$ cat config.mk
export PLATFORM = sky130hd
export DESIGN_NAME = alu_bus_arbiter_flat
export DESIGN_NICKNAME = d
export VERILOG_FILES = /design/src/rtl/alu_bus_arbiter_if.sv /design/src/rtl/alu_bus_arbiter.sv /design/src/flat_wrapper.sv
export SDC_FILE = /design/constraint.sdc
export NUM_CORES = 1
export LEC_CHECK = 0
export ABC_AREA = 1
export CAP_MARGIN = 0
export CORE_MARGIN = 1
export CORE_UTILIZATION = 57
export DETAILED_ROUTE_END_ITERATION = 10
export HOLD_SLACK_MARGIN = 0.03
export PLACE_DENSITY = 0.89
export SYNTH_ARGS = -nofsm -noshare
export SYNTH_HDL_FRONTEND = slang
export SYNTH_SLANG_ARGS = --single-unit
export TNS_END_PERCENT = 20
$ cat constraint.sdc
create_clock -name i_clock -period 2.05 [get_ports i_clock]
set_input_delay 0.41 -clock i_clock [delete_from_list [all_inputs] [get_ports i_clock]]
set_output_delay 0.41 -clock i_clock [all_outputs]
set_load 0.01 [all_outputs]
$ cat src/rtl/alu_bus_arbiter_if.sv
// Request/grant bus between the processor masters and the ALU arbiter.
interface alu_bus_arbiter_if #(
    parameter int NumRequesters = 2
);
    localparam int IW = $clog2(NumRequesters);

    logic [NumRequesters-1:0] i_request;
    logic [NumRequesters-1:0] i_release;
    logic [NumRequesters-1:0] o_grant;
    logic [IW-1:0]            o_grant_index;
    logic                     o_busy;
    logic                     o_timeout;

    modport master (
        output i_request, i_release,
        input  o_grant, o_grant_index, o_busy, o_timeout
    );

    modport slave (
        input  i_request, i_release,
        output o_grant, o_grant_index, o_busy, o_timeout
    );
endinterface

$ cat src/rtl/alu_bus_arbiter.sv
// Round-robin arbiter for the shared ALU behind the Spi link. A grantee keeps
// the link until it releases it or the watchdog expires; a short gap follows
// every grant so the Spi select line deasserts between owners.
module alu_bus_arbiter #(
    parameter int NumRequesters = 2,
    parameter int TimeoutCycles = 255,
    parameter int GapCycles     = 1
) (
    input  logic             i_clock,
    input  logic             i_reset,
    alu_bus_arbiter_if.slave bus
);
    localparam int IW = $clog2(NumRequesters);
    localparam int CW = $clog2(TimeoutCycles);
    localparam int GW = $clog2(GapCycles + 1);

    localparam logic [CW-1:0] CNT_MAX = CW'(TimeoutCycles - 1);
    localparam logic [GW-1:0] GAP_MAX = GW'(GapCycles - 1);
    localparam logic [IW-1:0] IDX_MAX = IW'(NumRequesters - 1);
    localparam logic [IW:0]   N_WIDE  = (IW+1)'(NumRequesters);

    typedef enum logic [1:0] {IDLE, GRANTED, GAP} state_t;

    state_t        state, state_n;
    logic [IW-1:0] ptr, ptr_n;
    logic [CW-1:0] cnt, cnt_n;
    logic [GW-1:0] gap, gap_n;

    logic [NumRequesters-1:0] grant_n;
    logic [IW-1:0]            idx_n;
    logic                     busy_n;
    logic                     tmo_n;

    logic          pick_found;
    logic [IW-1:0] pick_idx;
    logic [IW:0]   scan;

    // Round-robin pick: first requester at or after the pointer, wrapping.
    always_comb begin
        pick_found = 1'b0;
        pick_idx   = '0;
        scan       = '0;
        for (int i = 0; i < NumRequesters; i++) begin
            scan = {1'b0, ptr} + (IW+1)'(i);
            if (scan >= N_WIDE) scan = scan - N_WIDE;
            if (!pick_found && bus.i_request[scan[IW-1:0]]) begin
                pick_found = 1'b1;
                pick_idx   = scan[IW-1:0];
            end
        end
    end

    // Next-state and next-output logic; every output is registered below.
    always_comb begin
        state_n = state;
        ptr_n   = ptr;
        cnt_n   = cnt;
        gap_n   = gap;
        grant_n = bus.o_grant;
        idx_n   = bus.o_grant_index;
        busy_n  = bus.o_busy;
        tmo_n   = 1'b0;
        case (state)
            IDLE: begin
                if (pick_found) begin
                    grant_n = NumRequesters'(1) << pick_idx;
                    idx_n   = pick_idx;
                    busy_n  = 1'b1;
                    cnt_n   = '0;
                    state_n = GRANTED;
                end
            end
            GRANTED: begin
                if (cnt != CNT_MAX) cnt_n = cnt + 1'b1;
                // Release is checked first so it beats a simultaneous timeout.
                if (bus.i_release[bus.o_grant_index] || cnt == CNT_MAX) begin
                    tmo_n   = !bus.i_release[bus.o_grant_index];
                    grant_n = '0;
                    busy_n  = 1'b0;
                    ptr_n   = (bus.o_grant_index == IDX_MAX) ? '0 : bus.o_grant_index + 1'b1;
                    gap_n   = '0;
                    state_n = GAP;
                end
            end
            GAP: begin
                if (gap == GAP_MAX) state_n = IDLE;
                else                gap_n   = gap + 1'b1;
            end
            default: state_n = IDLE;
        endcase
    end

    // State and output registers; reset overrides everything, including a live grant.
    always_ff @(posedge i_clock) begin
        if (i_reset) begin
            state             <= IDLE;
            ptr               <= '0;
            cnt               <= '0;
            gap               <= '0;
            bus.o_grant       <= '0;
            bus.o_grant_index <= '0;
            bus.o_busy        <= 1'b0;
            bus.o_timeout     <= 1'b0;
        end else begin
            state             <= state_n;
            ptr               <= ptr_n;
            cnt               <= cnt_n;
            gap               <= gap_n;
            bus.o_grant       <= grant_n;
            bus.o_grant_index <= idx_n;
            bus.o_busy        <= busy_n;
            bus.o_timeout     <= tmo_n;
        end
    end
endmodule
$ cat src/flat_wrapper.sv
// flat-port wrapper written by rule: the top's interface ports become plain ports
module alu_bus_arbiter_flat 
#(
    parameter int NumRequesters = 2,
    parameter int TimeoutCycles = 255,
    parameter int GapCycles     = 1
)
  (i_clock, i_reset, bus_i_request, bus_i_release, bus_o_grant, bus_o_grant_index, bus_o_busy, bus_o_timeout);
  alu_bus_arbiter_if #(.NumRequesters(NumRequesters)) bus_i ();
  input  logic i_clock;
  input  logic i_reset;
  input wire logic [$bits(bus_i.i_request)-1:0] bus_i_request;
  input wire logic [$bits(bus_i.i_release)-1:0] bus_i_release;
  output wire logic [$bits(bus_i.o_grant)-1:0] bus_o_grant;
  output wire logic [$bits(bus_i.o_grant_index)-1:0] bus_o_grant_index;
  output wire logic [$bits(bus_i.o_busy)-1:0] bus_o_busy;
  output wire logic [$bits(bus_i.o_timeout)-1:0] bus_o_timeout;
  assign bus_i.i_request = bus_i_request;
  assign bus_i.i_release = bus_i_release;
  assign bus_o_grant = bus_i.o_grant;
  assign bus_o_grant_index = bus_i.o_grant_index;
  assign bus_o_busy = bus_i.o_busy;
  assign bus_o_timeout = bus_i.o_timeout;
  alu_bus_arbiter #(.NumRequesters(NumRequesters), .TimeoutCycles(TimeoutCycles), .GapCycles(GapCycles)) u_core (.i_clock(i_clock), .i_reset(i_reset), .bus(bus_i));
endmodule
## Word level (Yosys, flattened, before mapping)

Index checks and enable logic that the tools add are counted.

| cells by class | value |
|---|---|
| add/subtract/negate cells | 6 |
| $lt $le $gt $ge | 5 |
| equal/unequal tests | 8 |
| shift-type cells | 1 |
| muxes and demuxes | 28 |
| bitwise gates (word level) | 2 |
| reduce and logical (&&, ||, !) cells | 14 |

Operator list:

| kind | number |
|---|---|
| $mux 1 | 16 |
| $mux 8 | 2 |
| $pmux 8 s2 | 1 |
| $mux 2 | 5 |
| $reduce_and 3->1 | 3 |
| $add 8x1->8 const B | 1 |
| $eq 8x8->1 const B | 1 |
| $ne 8x8->1 const B | 1 |
| $lt 1x2->1 const B | 3 |
| $ne 2x1->1 const B | 3 |
| $pmux 2 s3 | 1 |
| $reduce_and 2->1 | 3 |
| $pmux 1 s2 | 2 |
| $pmux 2 s2 | 1 |
| $reduce_bool 2->1 | 2 |
| $reduce_or 3->1 | 1 |
| $add 1x1->1 const B | 2 |
| $add 1x1->2 const B | 1 |
| $eq 2x1->1 const B | 1 |
| $eq 2x2->1 const B | 1 |
| $ge 1x2->1 const B | 1 |
| $ge 2x2->1 const B | 1 |
| $logic_not 1->1 | 2 |
| $logic_not 2->1 | 1 |
| other kinds (6) | 8 |

| word-level totals | value |
|---|---|
| bits in registers | 17 |
| output and inout port bits | 5 |
| word-level logic and storage cells | 72 |

## Longest topological paths before layout

Gate-level depths: netlist of run 1.

| logic depth | value |
|---|---|
| depth after elaboration | 11 |
| mapped depth | 10 |
| gate-level depth less buffers | 10 |

## Least setup slack after synthesis of run 1

OpenSTA, ideal clock, no wires.

| path | value |
|---|---|
| path kind | reg-to-reg |
| start | register u_core.cnt[0] |
| end | register u_core.bus.o_grant[0] |
| arrival | 1.086 ns |
| setup slack | 0.846 ns |
| cell stages (with the launch flop) | 10 |
| period minus slack after synthesis | 1.204 ns |
| cell sequence | dfxtp_1 -> inv_1 -> ha_1 -> nand2_1 -> nor2_2 -> nand2_4 -> nand2_2 -> nand2_4 -> nand3_1 -> o21ai_1 |

| between the ends | value |
|---|---|
| cells in the longest elaborated chain, start to end | 4 |

Ends and longest elaborated chain:

| what | RTL line | source |
|---|---|---|
| start, declared | alu_bus_arbiter.sv:26 | `logic [CW-1:0] cnt, cnt_n;` |
| start signal, assigned | alu_bus_arbiter.sv:107 | `cnt <= cnt_n;` |
| $eq 8x8->1 | alu_bus_arbiter.sv:76 | `if (bus.i_release[bus.o_grant_index] \|\| cnt == CNT_MAX) begin` |
| $logic_or 1x1->1 | alu_bus_arbiter.sv:76 |  |
| $ne 2x1->1 (no line) | -- |  |
| $reduce_and 3->1 (no line) | -- |  |
| end signal, assigned | alu_bus_arbiter.sv:109 | `bus.o_grant <= grant_n;` |
| end, declared | alu_bus_arbiter_if.sv:21 | `output o_grant, o_grant_index, o_busy, o_timeout` |

Every way passes these cells.
A chain may end at the register's enable or synchronous reset.

## Worst setup path after layout of run 1

| path | value |
|---|---|
| start | register u_core.bus.o_grant_index |
| end | output bus_o_grant_index |

RTL lines:

| what | RTL line | source |
|---|---|---|
| start, declared | alu_bus_arbiter_if.sv:21 |  |
| start signal, assigned | alu_bus_arbiter.sv:110 | `bus.o_grant_index <= idx_n;` |
| end, declared | flat_wrapper.sv:15 | `output wire logic [$bits(bus_i.o_grant_index)-1:0] bus_o_grant_index;` |

No word-level cell between the ends.

==> flow_summary.toml, run 1 <==
[worst_setup_path]
worstSetupPathType = "flip-flop to output port"
critical_path.top_delay_family = "buffers and inverters"
slowest_stage = "clkdlybuf4s50_1"
cp_num_buf_inv = 1
cp_slowest_stage_delay_ns = 0.55
crit_required_ns = 1.64
ff2ff_path_depth = 9
reg2reg_to = "u_core.bus.o_timeout"
start_kind = "flip-flop"
cp_max_fo = 4
cp-end-kind = "output port"
arrival_ns = 1.20
r2r-start = "u_core.cnt[1]"
cp_cell_sequence = "clkdlybuf4s50_1"
rrSetupSlack_ns = 0.60

[worst_hold_path]
min-delay-path-class = "flip-flop to flip-flop"
min_from = "u_core.bus.o_grant[1]"
worstHoldPathCells = 2
min_delay_worst_endpoint = "u_core.bus.o_grant[1]"

[power]
ir_drop_uv = 450
powerDensity_nw_per_um2 = 671
leakage_nw = 0.486

[grt]
grt_usage_pct = 25.8
grt_max_degree = 10
grt_pass1_wl_um = 3420
grt-ovfl-total = 0
grt_pass1_vias = 805
antenna_found_initial = 0

[cts]
cts.sinks = 16
cts_made_buffers = 3
htree_num_levels = 1
ctsLongestPathBuffers = 2
postCtsSetupBuffers = 0
post_cts_resized = 0
cts_hold_buf = 0
clock_latency_ns = 0.29
cts_tree = "done"
clk_pin_slew_worst_paths_ns = 0.08
root_buffer = "clkbuf_4"

[sta]
report.final.slew_viol_count = 0
finalSetupViolations = 0
rsz0062_at_grt = "false"
max_freq_mhz = 621
tns_ns = 0
worst_clock_skew_ns = 0.00877
finalCriticalPeriod_ns = 1.61
tightest_slew_ns = 0.424
hold_viol_final = 0
slew_headroom_pct = 71.7
timing.final.crit_share_pct = 78.6

[logic_synthesis]
ys_ff_latch = 16
yosysTopAreaCell = "dfxtp_1"
synth.distinct_cells = 19
syn_area_per_cell_um2 = 6.77
netlist_instances = 134
yosys_warnings = 0
synth_nets = 142
netlist_area_um2 = 907
synth_area_leaders = "dfxtp_1, nand2_1, nand3_1, inv_1, nand2_4"
synth_top_area_share_pct = 35.3
ys_seq_area_share_pct = 35.3

[floorplanning]
die_x_um = 41.9
start_util_pct = 60.9
coreArea_um2 = 1490
die_y_um = 41.9
top_level_ports = 11
rows = 14
dieArea_um2 = 1750

[place]
dp_hpwl_um = 1630
postPlaceCellArea_um2 = 1030
port_buffers = 10
gp_congestion = 0.859

[cells_and_area]
final_cell_mix = "nand2_1, inv_1, nand3_1, dfxtp_1, nor2_1"
fillers = 123
nets = 157
finalInstanceArea_um2 = 1060
area_growth_pct = 17.2
layout_commonest_cell = "nand2_1"
final_util_pct = 71.4
drive_gt1_share_pct = 14.2
num_antenna_cells = 0

[route]
dr.pass1.iters = 4
routed_wirelength_um = 2030
ant_nets = 0
wl_per_cell_um = 12.4
num_vias = 872
drc = 0
via_per_inst = 5.32
drtIter0Drc = 25

[run]
drv_cap = 0

[outcome]
status = "completed"
==> logic make-up after synthesis <==
family	share of synthesized area [%]
AND/OR/NAND/NOR	44.0
buffers and inverters	9.93
flip-flops	35.3
AO/OA/AOI/OAI	8.00
adder cells (fa/ha/maj)	2.76
==> Yosys cell counts <==
cell type and instances:
o21bai_1 1, nand2_1 34, nor2_8 1, nor3_1 1
buf_4 1, nand2_4 5, nand4_1 1, nand2_2 2
nor2_1 15, inv_2 4, nand3_1 16, inv_1 18
nor2_2 2, o21ai_0 2, ha_1 2, nor2_4 2
a21oi_1 10, dfxtp_1 16, o21ai_1 1
==> how the worst max path moves through the flow <==
stage	startpoint	depth (start not counted)	endpoint	slack (ns)
3_3_place_gp	bus_i_request[0]	5	u_core.cnt[2]	0.38
4_1_cts	u_core.bus.o_grant_index	1	bus_o_grant_index	0.43
3_5_place_dp	bus_i_request[0]	5	u_core.cnt[2]	0.27
6_report	u_core.bus.o_grant_index	1	bus_o_grant_index	0.44
2_1_floorplan	u_core.cnt[0]	9	u_core.bus.o_grant[0]	0.85
5_1_grt	u_core.bus.o_grant_index	1	bus_o_grant_index	0.38
==> through the flow <==
step / power [mW] / hold WS, ns / setup slack, ns / cells
2_1_floorplan: 0.462 / 0.436 / 0.846 / 134
3_3_place_gp: 0.512 / 0.449 / 0.381 / 160
3_5_place_dp: 0.516 / 0.452 / 0.270 / 160
4_1_cts: 0.720 / 0.468 / 0.428 / 164
5_1_grt: 0.753 / 0.486 / 0.379 / 164
6_report: 0.714 / 0.461 / 0.439 / 164
==> metal layers <==
| layer | track usage, % | vias up | wire, um |
|---|---|---|---|
| met1 | 31.0 | 395 | 899 |
| met3 | 6.52 | 3 | 91 |
| met2 | 45.9 | 26 | 1020 |
| met5 | 0 | - | 0 |
| li1 | - | 448 | - |
| met4 | 5.81 | 0 | 16 |
==> sequential cells by signal, indices dropped and copies added, names as in the netlist <==
signal,count
u_core.bus.o_grant,2
u_core.bus.o_grant_index,1
u_core.state,2
u_core.ptr,1
u_core.bus.o_busy,1
u_core.bus.o_timeout,1
u_core.cnt,8
==> power breakdown <==
part	internal (mW)	switching [mW]
logic	0.0650	0.0945
clock network	0.108	0.0947
registers	0.332	0.0188
total	0.506	0.208
==> area by class of cell <==
cell class / instances / area [um2] / share of cell area, %
repair buffers: 11 / 108 / 10.1
flip-flops and latches: 16 / 320 / 30.1
clock buffers: 4 / 36.3 / 3.41
inverters: 22 / 82.6 / 7.76
multi-input cells: 95 / 497 / 46.7
well taps: 16 / 20.0 / 1.88
Note: power is estimated with default switching activity, not from simulation.
==> inputs of run 2 (changes only) <==
CORE_UTILIZATION = 48   (was 57)
PLACE_DENSITY = 0.81   (was 0.89)
clock period = 1.4 ns   (was 2.05 ns; I/O delays follow)
==> flow_summary.toml, run 2 (synthesis gave the netlist of run 1 again) <==
[outcome]
status = "completed"

[sta]
tightest_slew_ns = 0.434
finalSetupViolations = 0
slew_headroom_pct = 70.7
max_freq_mhz = 764
hold_viol_final = 0
worst_clock_skew_ns = 0.00168
finalCriticalPeriod_ns = 1.31
timing.final.crit_share_pct = 93.4
report.final.slew_viol_count = 0
worst_hold_slack_ns = 0.479
setup_ws_ns = 0.0919

[cells_and_area]
top_regs = "u_core.cnt (8), u_core.bus.o_grant (2), u_core.state (2)"
layout_commonest_cell = "nand2_1"
seqCellArea_um2 = 325
finalInstanceArea_um2 = 1130
fillers = 146
nets = 164
drive_gt1_share_pct = 20.8
area_growth_pct = 24.3
final_cell_mix = "nand2_1, inv_1, nand3_1"
multi_input_area_um2 = 512
largest_reg_flops = 8
top_register = "u_core.cnt"
num_antenna_cells = 0
final_util_pct = 64.6

[grt]
grt_pass1_vias = 792
grt_pass1_wl_um = 3220
grt-ovfl-total = 0
grt_usage_pct = 21.4
antenna_found_initial = 0
grt_max_degree = 9

[route]
dr.pass1.iters = 4
via_per_inst = 4.91
ant_nets = 0
drtIter0Drc = 24
routed_wirelength_um = 1890
wl_per_cell_um = 10.6
num_vias = 879
drc = 0

[floorplanning]
die_x_um = 45.5
coreArea_um2 = 1750
top_level_ports = 11
dieArea_um2 = 2070
die_y_um = 45.5
rows = 15
start_util_pct = 52.0

[power]
ir_drop_uv = 670
leakage_nw = 0.532
power_mw = 0.993
powerDensity_nw_per_um2 = 881

[cts]
ctsLongestPathBuffers = 2
cts_tree = "done"
cts_hold_buf = 0
clk_pin_slew_worst_paths_ns = 0.08
cts_made_buffers = 3
htree_num_levels = 1
clock_latency_ns = 0.28
cts.sinks = 16
root_buffer = "clkbuf_4"

[worst_setup_path]
cp_max_fo = 7
cp-end-kind = "flip-flop"
crit_required_ns = 1.58
start_kind = "flip-flop"
worstSetupPathType = "flip-flop to flip-flop"
arrival_ns = 1.48

[place]
port_buffers = 10
place_ws_ns = -0.0830
dp_hpwl_um = 1540
postPlaceCellArea_um2 = 1080
gp_congestion = 0.889

[run]
drv_cap = 0

[worst_hold_path]
min-delay-path-class = "flip-flop to flip-flop"
run 2: cell count changes in the layout (fill, tap and decap cells not counted), sizes merged:
cell           delta
clkdlybuf4s50     -5
dlygate4sd2       +5
buf               +7
clkbuf            -1
run 2: timing repair:
item,4_1_cts,5_1_grt
pin swaps,0,3
setup endpoints to repair,5,13
setup buffers,0,1
resized for setup,5,8
run 2: area by class of cell:
| cell class | count | share of cell area, % |
|---|---|---|
| clock buffers | 3 | 2.00 |
| well taps | 25 | 2.77 |
| inverters | 22 | 7.33 |
| repair buffers | 18 | 13.7 |
| flip-flops and latches | 16 | 28.9 |
| multi-input cells | 95 | 45.4 |
run 2: through the flow:
step                TNS, ns  instances
global placement     -0.161        175
global route        -0.0358        179
finish                    0        179
floorplan                 0        134
detailed placement   -0.718        175
CTS                       0        178
run 2: worst paths after layout:
path | start | end | slack, ns | cells past startpoint
setup / recovery | u_core.cnt[0] | u_core.cnt[4] | 0.09 | 9
hold / removal | u_core.ptr | u_core.ptr | 0.48 | 2
setup reg to reg | u_core.cnt[0] | u_core.cnt[4] | 0.09 | 9
hold reg to reg | u_core.ptr | u_core.ptr | 0.48 | 2
run 2: report_power, final:
part | switching, mW | internal (mW)
clock | 0.127 | 0.0997
sequential | 0.0278 | 0.487
combinational | 0.143 | 0.108
run 2: layer usage:
layer	GRT usage (%)	vias up	wire, um
met3	3.57	4	98
met2	36.3	29	947
met4	8.48	0	23
met5	0	-	0
li1	-	458	-
met1	26.8	388	824
run 2: critical path, stage by stage, from the launching register on:
cell	delay [ns]
dfxtp_4	0.36
inv_2	0.06
ha_2	0.17
nand2_2	0.06
nor2_4	0.14
nand2_4	0.09
nand2_4	0.09
nand2_4	0.07
nor2_1	0.11
nor2_1	0.05
==> variant 1, RTL diff (flow settings as in run 2) <==
`TimeoutCycles` is set to 255 in 2 places; all go to 510.
--- a/src/rtl/alu_bus_arbiter.sv
+++ b/src/rtl/alu_bus_arbiter.sv
@@ -5,3 +5,3 @@
     parameter int NumRequesters = 2,
-    parameter int TimeoutCycles = 255,
+    parameter int TimeoutCycles = 510,
     parameter int GapCycles     = 1
--- a/src/flat_wrapper.sv
+++ b/src/flat_wrapper.sv
@@ -4,3 +4,3 @@
     parameter int NumRequesters = 2,
-    parameter int TimeoutCycles = 255,
+    parameter int TimeoutCycles = 510,
     parameter int GapCycles     = 1
Formal check against the unedited RTL: same outputs for any inputs over 10 cycles, from zero or initial values and one cycle with i_reset high; that may be too few to reach the edited logic, so the function may still have changed.
==> variant 1 against run 2 <==
Wire length is 7.9% lower; synthesized area fell by 3.9%; clock skew increased by 4.4 ps; non-clock buffer count down 2; sequential cell count is 1 higher; setup slack worse by 33 ps; critical path depth down 1; total power is 4.6% higher; final area down 4.2%; synthesized cell count is 8.2% lower.
==> variant 1: results (changes against run 2) <==
- Status: complete, no violations (unchanged)
- Reg2reg path depth: 8 (was 9)
- Leak: 0.000486 uW (was 0.000532 uW)
- Post-synth cell types: 22 (was 19)
- Met1 GRT Util: 0.282 (was 0.268)
- Post-synth top cells: 33 x nand2_1, 17 x dfxtp_1, 16 x inv_1 (was 34 x nand2_1, 18 x inv_1, 16 x dfxtp_1, 16 x nand3_1, 15 x nor2_1)
- Met2 WL: 815 um (was 947 um)
- RD Place Congestion: 0.822 (was 0.889)
- WHS Endpoint: u_core.bus.o_grant[0] (was u_core.ptr)
- Area after DPL: 0.00102 mm2 (was 0.00108 mm2)
- R2r setup slk: 60 ps (was 90 ps)
- Number of fill cells in the layout: 158 (was 146)
- GRT Overall Usage: 0.206 (was 0.214)
- Reg-to-Reg Start: u_core.cnt[1] (was u_core.cnt[0])
- Skew-Pair Late Insertion Delay: 300 ps (was 280 ps)
- Switching share of power: 0.310 (was 0.301)
- Crit-path max FO: 5 (was 7)
- Largest net degree at the start of global routing: 14 (was 9)
- Hold Startpoint: u_core.bus.o_grant[0] (was u_core.ptr)
- Total wire length: 1740 um (was 1890 um)
- Vias in the first global route: 679 (was 792)
- GR Util met3: 0.0490 (was 0.0357)
- IR Drop Worst-Case VDD: 0.580 mV (was 0.670 mV)
- Tightest Pin Transition: 316 ps (was 434 ps)
- DRT met1 WL: 843 um (was 824 um)
- Syn_nets: 131 (was 142)
- Worst hold margin: 460 ps (was 479 ps)
-- variant 1: cell types whose count changed after synthesis, sizes merged, moves of 2 or more --
cell	delta
inv	-5
nand2	-4
nor3	+2
nand3	-7
-- variant 1: layout make-up --
type / instances / area share
clock inverters: 1 / 0.00463
multi-input cells: 88 / 0.437
inverters: 17 / 0.0591
repair buffers: 16 / 0.129
clock buffers: 3 / 0.0209
well taps: 25 / 0.0290
flip-flops and latches: 17 / 0.321
-- variant 1: timing repair --
action	CTS	global route
gates cloned	0	1
buffers inserted	0	1
resized for setup	6	5
pin swaps	0	2
setup endpoints to repair	5	12
-- variant 1: cells by family after synthesis --
kind of cell | after synthesis | share of synthesized area
AO/OA/AOI/OAI | 15 | 0.0889
XOR/XNOR | 1 | 0.0100
adder cells (fa/ha/maj) | 2 | 0.0287
flip-flops | 17 | 0.390
AND/OR/NAND/NOR | 69 | 0.387
buffers and inverters | 19 | 0.0947
-- variant 1: power groups by stage --
stage | registers [uW] | clock network, uW | logic, uW
after global placement | 542 | 0 | 213
after global routing | 537 | 316 | 260
after floorplan | 547 | 0 | 140
final | 533 | 273 | 233
after CTS | 533 | 278 | 209
after detailed placement | 544 | 0 | 217
-- variant 1: worst max-delay path, cell delays in order (launching register included) --
cell and delay [ps]:
dfxtp_2 360, inv_1 40, ha_1 160, nand2_1 70, nor2_2 40, nand2_2 90, nand2_4 100, or2_2 290
a21oi_1 120
-- variant 1: metrics by stage --
step / setup WS [ps] / instances / total power (uW) / setup TNS (ps)
global route: -54.6 / 167 / 1110 / -112
CTS: 14.8 / 165 / 1020 / 0
global placement: -161 / 161 / 755 / -1370
detailed placement: -230 / 161 / 761 / -2030
finish: 59.1 / 167 / 1040 / 0
floorplan: 126 / 123 / 687 / 0
==> variant 2, RTL diff (flow settings as in run 2) <==
Made on the original files. The 3 states of `state_t` get a one-hot encoding in 3 bits.
--- a/src/rtl/alu_bus_arbiter.sv
+++ b/src/rtl/alu_bus_arbiter.sv
@@ -21,3 +21,3 @@
 
-    typedef enum logic [1:0] {IDLE, GRANTED, GAP} state_t;
+    typedef enum logic [2:0] {IDLE = 3'b001, GRANTED = 3'b010, GAP = 3'b100} state_t;
 
Behaviour: no difference found for any inputs over 10 cycles, from zero or initial values and one cycle with i_reset high; not proved beyond that.
==> variant 2 against run 2 <==
Total power up 8.5%; hold slack got worse by 17 ps; synthesized area shrank 2.1%; setup slack got worse by 46 ps; sequential cell count increased by 1; final area is 6.1% higher; wire length rose by 13%; sequential power grew 5.0%.
==> variant 2: results (changes against run 2) <==
- Top cells by area, synth: dfxtp_1 38%, nand2_1 18%, nand3_1 7.9% (was dfxtp_1 35%, nand2_1 14%, nand3_1 8.8%)
- Leak: 0.000526 uW (was 0.000532 uW)
- Initial DRC count: 55 (was 24)
- Adder-cell share of the synthesized area: 0.0282 (was 0.0276)
- First-pass GRT wire length: 3410 um (was 3220 um)
- Clock Sinks: 17 (was 16)
- GRT Overall Usage: 0.233 (was 0.214)
- Met2 WL: 979 um (was 947 um)
- Clock-pin slew on the worst setup and hold paths: 110 ps (was 80 ps)
- Syn_nets: 139 (was 142)
- Fraction of layout cells with a size suffix above 1: 0.235 (was 0.208)
- Largest net degree at the start of global routing: 11 (was 9)
- Area after DPL: 0.00113 mm2 (was 0.00108 mm2)
- Crit-path max FO: 8 (was 7)
- Vias in the first global route: 847 (was 792)
- Met1 GRT Util: 0.290 (was 0.268)
- Reg2reg path depth: 10 (was 9)
- Fraction of the yosys area taken by sequential cells: 0.383 (was 0.353)
- Post-Syn Area per Cell: 6.78 um2 (was 6.77 um2)
- Dpl cells: 180 (was 175)
- Hold Startpoint: u_core.bus.o_grant[1] (was u_core.ptr)
- Compound-gate portion of the synthesized area: 0.0944 (was 0.0800)
- DR WL met3: 139 um (was 98 um)
- Vias per cell: 5.05 (was 4.91)
- DP Wirelength: 1600 um (was 1540 um)
- Worst Path Arrival: 1550 ps (was 1480 ps)
- Status: complete, no violations (unchanged)
- Nets@finish: 171 (was 164)
- DRT met1 WL: 956 um (was 824 um)
-- variant 2: changes by cell type in the layout (fill, tap and decap cells not counted), moves of 2 or more --
cell | before | now
buf_4 | 8 | 17
nor2_1 | 15 | 11
nand2_1 | 33 | 40
nand3_1 | 16 | 14
a21oi_1 | 10 | 12
inv_2 | 5 | 2
nand2_4 | 6 | 2
-- variant 2: power breakdown --
| part | switching (uW) | internal [uW] |
|---|---|---|
| logic | 152 | 116 |
| registers | 23.4 | 517 |
| clock network | 163 | 106 |
-- variant 2: worst max-delay path, cell delays in order, from the launching register on --
cell and delay, ps:
dfxtp_2 340, inv_2 50, ha_2 170, nand2_2 70, nor2_4 130, buf_6 110
nand3_4 110, nand3_1 110, nand2_1 70, inv_1 60, nor2_1 40
-- variant 2: area by class of cell --
class / count / area [um2]
clock buffer: 3 / 22.5
clock inverter: 1 / 5.00
fill: 157 / 531
inverter: 19 / 71.3
multi-input combinational: 94 / 490
sequential: 17 / 343
tap: 25 / 31.3
timing repair buffer: 28 / 233
-- variant 2: worst paths after layout --
check | to | slack [ps]
max | u_core.cnt[7] | 50
max reg2reg | u_core.cnt[7] | 50
min | u_core.bus.o_grant[1] | 460
min reg2reg | u_core.bus.o_grant[1] | 460
-- variant 2: per-stage QoR --
stage          setup TNS, ps  setup WS (ps)  hold slack [ps]
2_1_floorplan              0           77.0              435
3_5_place_dp           -1530           -192              453
6_report                   0           45.5              462
5_1_grt                -98.4          -33.5              494
3_3_place_gp            -646          -96.7              444
4_1_cts                    0           15.3              465
-- variant 2: timing repair --
item | in CTS | in global routing
endpoints found under the setup margin | 5 | 12
pin swaps | 0 | 4
resized for setup | 6 | 9
gates cloned | 0 | 0
setup buffers | 0 | 3
